### config.mk
export PLATFORM = sky130hd
export DESIGN_NAME = bsg_manycore_dpi_req_buffer
export DESIGN_NICKNAME = d
export VERILOG_FILES = /design/src/rtl/bsg_manycore_dpi_req_buffer.sv
export SDC_FILE = /design/constraint.sdc
export NUM_CORES = 1
export LEC_CHECK = 0
export CAP_MARGIN = 5
export CORE_ASPECT_RATIO = 0.6
export CORE_UTILIZATION = 43
export CTS_BUF_LIST = sky130_fd_sc_hd__clkbuf_16
export DETAILED_ROUTE_END_ITERATION = 16
export PLACE_DENSITY_LB_ADDON = 0.3
export SYNTH_ARGS = -nofsm -noshare
export SYNTH_HDL_FRONTEND = slang
export SYNTH_SLANG_ARGS = --single-unit
### constraint.sdc
create_clock -name clk_i -period 7.26 [get_ports clk_i]
set_input_delay 1.089 -clock clk_i [delete_from_list [all_inputs] [get_ports clk_i]]
set_output_delay 1.089 -clock clk_i [all_outputs]
set_load 0.03 [all_outputs]
### src/rtl/bsg_manycore_dpi_req_buffer.sv
// -----------------------------------------------------------------------------
// bsg_manycore_dpi_req_buffer
//
// Request staging buffer between the DPI host tile model and the endpoint
// FIFO adapter request port. The host side pushes request words without
// regard to backpressure. This block queues them in a small circular buffer
// and releases them toward the endpoint only while remote credits are
// available. Fence and flush controls let the host wait until every
// outstanding request has completed, or discard queued work.
//
// Ports:
//   clk_i                - clock
//   reset_i              - synchronous active-high reset
//   host_req_v_i         - host request valid
//   host_req_data_i      - host request word
//   host_req_ready_o     - buffer accepts a host word this cycle
//   endpoint_req_v_o     - head entry valid toward the endpoint
//   endpoint_req_data_o  - head entry data
//   endpoint_req_ready_i - endpoint accepts the head entry
//   out_credits_i        - endpoint remaining credits
//   fence_i              - pulse: block new requests until all complete
//   flush_i              - pulse: discard all queued entries
//   fence_done_o         - one-cycle pulse when a fence completes
//   idle_o               - queue empty and every credit returned
//   occupancy_o          - entries currently queued
//   sent_count_o         - words handed to the endpoint since reset (wraps)
// -----------------------------------------------------------------------------
module bsg_manycore_dpi_req_buffer #(
   parameter int fifo_width_p            = 128,
   parameter int els_p                   = 4,
   parameter int max_out_credits_p       = 32,
   parameter int credit_counter_width_lp = $clog2(max_out_credits_p + 1),
   parameter int count_width_lp          = $clog2(els_p + 1)
) (
   input  logic                               clk_i,
   input  logic                               reset_i,

   input  logic                               host_req_v_i,
   input  logic [fifo_width_p-1:0]            host_req_data_i,
   output logic                               host_req_ready_o,

   output logic                               endpoint_req_v_o,
   output logic [fifo_width_p-1:0]            endpoint_req_data_o,
   input  logic                               endpoint_req_ready_i,
   input  logic [credit_counter_width_lp-1:0] out_credits_i,

   input  logic                               fence_i,
   input  logic                               flush_i,
   output logic                               fence_done_o,
   output logic                               idle_o,
   output logic [count_width_lp-1:0]          occupancy_o,
   output logic [31:0]                        sent_count_o
);

   localparam int ptr_width_lp = $clog2(els_p);

   localparam logic [count_width_lp-1:0]          lp_els_count   = count_width_lp'(els_p);
   localparam logic [credit_counter_width_lp-1:0] lp_max_credits = credit_counter_width_lp'(max_out_credits_p);

   typedef enum logic [1:0] {
      ST_RUN   = 2'd0,
      ST_FENCE = 2'd1,
      ST_FLUSH = 2'd2
   } state_e;

   // --------------------------------------------------------------------------
   // State
   // --------------------------------------------------------------------------
   state_e                      r_state;
   logic [ptr_width_lp-1:0]     r_rd_ptr;
   logic [ptr_width_lp-1:0]     r_wr_ptr;
   logic [count_width_lp-1:0]   r_occupancy;
   logic [31:0]                 r_sent_count;
   logic                        r_fence_done;

   // --------------------------------------------------------------------------
   // Combinational control
   // --------------------------------------------------------------------------
   logic w_empty;
   logic w_credits_full;
   logic w_push;
   logic w_pop;
   logic w_flush_take;
   logic w_push_eff;
   logic w_pop_eff;

   assign w_empty        = (r_occupancy == '0);
   assign w_credits_full = (out_credits_i == lp_max_credits);

   // Ready depends only on state and occupancy so the host can never create
   // a combinational loop through its valid.
   assign host_req_ready_o = (r_state == ST_RUN) && (r_occupancy < lp_els_count);
   assign endpoint_req_v_o = !w_empty && (out_credits_i != '0) && (r_state != ST_FLUSH);

   assign w_push = host_req_v_i & host_req_ready_o;
   assign w_pop  = endpoint_req_v_o & endpoint_req_ready_i;

   // A flush pulse is ignored while already flushing. When it is taken, any
   // push or pop in that same cycle is thrown away along with the queue.
   assign w_flush_take = flush_i && (r_state != ST_FLUSH);
   assign w_push_eff   = w_push & ~w_flush_take;
   assign w_pop_eff    = w_pop  & ~w_flush_take;

   // --------------------------------------------------------------------------
   // Storage: one register per entry, written when the write pointer selects
   // it. The head is read combinationally from the entry at the read pointer;
   // since writes land on the clock edge there is no same-cycle bypass.
   // --------------------------------------------------------------------------
   logic [fifo_width_p-1:0] w_entry_data [els_p];

   genvar gi;
   generate
      for (gi = 0; gi < els_p; gi++) begin : g_entry
         logic [fifo_width_p-1:0] r_data;

         always_ff @(posedge clk_i) begin
            if (w_push_eff && (r_wr_ptr == ptr_width_lp'(gi))) begin
               r_data <= host_req_data_i;
            end
         end

         assign w_entry_data[gi] = r_data;
      end
   endgenerate

   assign endpoint_req_data_o = w_entry_data[r_rd_ptr];

   // --------------------------------------------------------------------------
   // Pointers, occupancy, sent counter and control FSM
   // --------------------------------------------------------------------------
   always_ff @(posedge clk_i) begin
      if (reset_i) begin
         r_state      <= ST_RUN;
         r_rd_ptr     <= '0;
         r_wr_ptr     <= '0;
         r_occupancy  <= '0;
         r_sent_count <= '0;
         r_fence_done <= 1'b0;
      end else begin
         r_fence_done <= 1'b0;

         if (w_flush_take) begin
            r_rd_ptr    <= '0;
            r_wr_ptr    <= '0;
            r_occupancy <= '0;
         end else begin
            // Pointers are log2(els_p) wide, so they wrap on their own.
            if (w_push_eff) begin
               r_wr_ptr <= r_wr_ptr + ptr_width_lp'(1);
            end
            if (w_pop_eff) begin
               r_rd_ptr     <= r_rd_ptr + ptr_width_lp'(1);
               r_sent_count <= r_sent_count + 32'd1;
            end
            case ({w_push_eff, w_pop_eff})
               2'b10:   r_occupancy <= r_occupancy + count_width_lp'(1);
               2'b01:   r_occupancy <= r_occupancy - count_width_lp'(1);
               default: r_occupancy <= r_occupancy;
            endcase
         end

         case (r_state)
            ST_RUN: begin
               if (flush_i) begin
                  r_state <= ST_FLUSH;
               end else if (fence_i) begin
                  r_state <= ST_FENCE;
               end
            end
            ST_FENCE: begin
               // A flush abandons the fence; the host gets no done pulse.
               if (flush_i) begin
                  r_state <= ST_FLUSH;
               end else if (w_empty && w_credits_full) begin
                  r_fence_done <= 1'b1;
                  r_state      <= ST_RUN;
               end
            end
            ST_FLUSH: begin
               // Words already sent must come back before new work starts.
               if (w_credits_full) begin
                  r_state <= ST_RUN;
               end
            end
            default: begin
               r_state <= ST_RUN;
            end
         endcase
      end
   end

   assign fence_done_o = r_fence_done;
   assign idle_o       = w_empty && w_credits_full;
   assign occupancy_o  = r_occupancy;
   assign sent_count_o = r_sent_count;

endmodule

==> key figures <==
GRT
  – Met1 Use GR: 24.99%
  – Vias in the first global route: 10177
  – M2 GR Usage: 25.74%
  – Initial antenna violation count: 5
  – Overflow after GRT: 0
  – Met3 Usage GRT: 3.767%
  – Tot GR Track Use: 17.01%
  – First-pass GRT wire length: 62780 µm
  – Largest net degree at the start of global routing: 92
  – Gr busiest metal: met2

Finish
  – Area Growth Syn to Fin: 26.71%
  – Final cell count without fillers: 1927
  – Share of cells above drive strength 1: 17.70%
  – Fin nets: 1400
  – # fillers: 3544

Synthesis
  – Largest area contributor in the netlist: edfxtp_1
  – Ranking of synthesized cells by area: edfxtp_1, mux4_2, dfxtp_1, xor2_1, nor2_1
  – Top post-synthesis cells by count: edfxtp_1, mux4_2, dfxtp_1
  – Count of different cell masters after synthesis: 38
  – Top-area cell type share of the netlist area: approximately three quarters
  – Sequential share of the synthesized area: 78.95%
  – Primary FF master, synth: edfxtp_1
  – Mean post-synth cell area: 22.33 µm²
  – Post-Syn Nets: 1067
  – Count leader, synth: edfxtp_1
  – Mapped Cells: 920
  – FFs w/ async S/R, synth: 0%
  – Post-synth EDFFs: 512
  – Synthesized flop and latch total: between 500 and 600
  – Synth warn: 0
  – Post-Syn Area: a little over 20000 µm²

Setup path
  – Crit path required time: ~6200 ps
  – CP Capture Type: output port
  – WP data arrival: ~3300 ps
  – CP peak stage delay: approximately 760 ps
  – Worst path slowest cell: clkdlybuf4s50_1
  – Max FO, Critical Path: 3
  – Worst path top cell family by delay: buffers and inverters
  – Cells along the critical path: clkdlybuf4s50_1, nor4_1, nand3b_1, nor4_1, clkdlybuf4s50_1
  – Worst setup SP type: primary input
  – Type of the worst setup path: in -> out
  – Sum of buffers and inverters on the critical path: 2

Clock tree
  – Longest Clk Path Bufs: 3
  – # hold bufs at CTS: 0
  – Clk sinks: 554
  – Setup Buffers After CTS: 0
  – Clk_lat worst skew: 560 ps
  – Num CTS Buffers: 50
  – TritonCTS clock tree: built
  – Max H-tree Level: 2
  – Post-CTS resize count: 0
  – Clock slew at reported path FFs: 60 ps
  – Root buf cell: clkbuf_16

Power and ir drop
  – Peak VDD IR: 0.1586 mV
  – Overall power: approximately 6.5 mW
  – Pwr dens: 251.3 nW/µm²
  – Leak pwr: approximately 8 nW

Timing
  – Final setup violation count: 0
  – Rel. slew slack: approximately a third
  – Worst Tran Pin Value: between 1000 and 1500 ps
  – Hold Slack: about 500 ps
  – RSZ-0062 raised after global routing: no
  – Setup TNS: 0 ps
  – Final worst-path cycle share: approximately 60%
  – Fmax: 227.1 MHz
  – Final hold vios: 0
  – Slew Viols, Final: 0
  – Worst Clk Skew: 14.59 ps
  – Tmin final: 4404 ps

Min path
  – Worst Hold Class: reg -> reg

Routing
  – Vias: 9985
  – TritonRoute pass-1 iters: 5
  – Via density: ~5.2
  – DRC: 0
  – DR iter-0 viols: 626
  – Avg WL per Cell: 21.70 µm
  – ANT nets after route: 0
  – Routed WL: 41820 µm

Die
  – CORE AREA: 46710 µm²
  – Die width: between 200 and 300 µm
  – DIE AREA: 48670 µm²
  – # IOs: approximately 310
  – Initial Util: a little over two fifths
  – Overall die height: 171.3 µm
  – Rows: 61

Placed design
  – Routability Congestion: roughly 0.84
  – Cell count after placement: 1831
  – Port Buffer Count: 306
  – Dpl hpwl: 25040 µm

Job
  – Max-cap violations: 0

Run status
  – Status: finished clean
per-stage QoR:
stage / utilization, % / worst slack (ps) / cell area (µm²)
3_3_place_gp: 52.19 / 2889 / 24380
3_5_place_dp: 52.19 / 2854 / 24380
6_report: 55.72 / 2856 / 26030
5_1_grt: 55.72 / 2646 / 26030
4_1_cts: 55.70 / 2855 / 26020
2_1_floorplan: - / 2227 / 20540
routing by layer:
metal  wire [µm]  vias up
met5          25        -
met4         700        4
met3        2383       61
met2       19610      247
met1       19100     5173
li1            -     4500
cell usage in the layout (no fill, tap or decap), types with 4 or more instances in the layout:
master and instances:
clkbuf_16 51, nand4_1 16, buf_4 5, or3_1 11, xor2_1 22, mux4_2 128
and2_4 4, edfxtp_1 512, a21oi_1 13, clkinv_1 8, clkdlybuf4s50_1 306, clkinv_2 11
bufinv_16 6, nand3_1 16, dfxtp_1 40, nor2_1 37, o21ai_0 10, ha_1 6
nor3_1 6, nor4_1 4, inv_1 23, nand2_1 15, buf_12 5
where the power goes:
group / leakage (nW) / switching [mW] / internal (mW)
logic: 2.28 / 0.191 / 0.169
registers: 4.97 / 0.0128 / 3.54
clock network: 0.849 / 1.13 / 1.50
state kept, by name, summed over array words and instances (netlist names):
name	flops
r_state	2
r_wr_ptr	2
fence_done_o	1
r_rd_ptr	2
g_entry.r_data	512
sent_count_o	32
occupancy_o	3
logic make-up after synthesis:
family                   after synthesis  share of synthesized area, %
AO/OA/AOI/OAI                         29                        0.8042
XOR/XNOR                              25                         1.066
adder cells (fa/ha/maj)                7                        0.4630
buffers and inverters                 47                         1.048
flip-flops                           554                         78.95
multiplexers                         128                         14.04
AND/OR/NAND/NOR                      130                         3.637
final cells by class:
class | count | area [µm²] | share of cell area, %
clock buffers | 51 | 1276 | 4.904
clock inverters | 42 | 366.6 | 1.409
repair buffers | 316 | 3201 | 12.30
inverters | 12 | 45.04 | 0.1731
flip-flops and latches | 554 | 16220 | 62.33
well taps | 630 | 788.3 | 3.029
diodes | 3 | 7.507 | 0.02884
multi-input cells | 319 | 4119 | 15.83
final timing paths:
check | slack [ps] | to | depth (start not counted) | start
max reg2reg | 4450 | g_entry[2].r_data[107] | 4 | occupancy_o[2]
min reg2reg | 500 | sent_count_o[31] | 2 | sent_count_o[31]
min | 500 | sent_count_o[31] | 2 | sent_count_o[31]
max | 2860 | idle_o | 5 | out_credits_i[1]
worst register-to-register path, stage by stage, from the launching register on:
cell and delay (ps):
dfxtp_1 370, nor3_1 350, and3_1 340, and2_4 560
buf_4 730
Power figures use the tool's default switching activity.
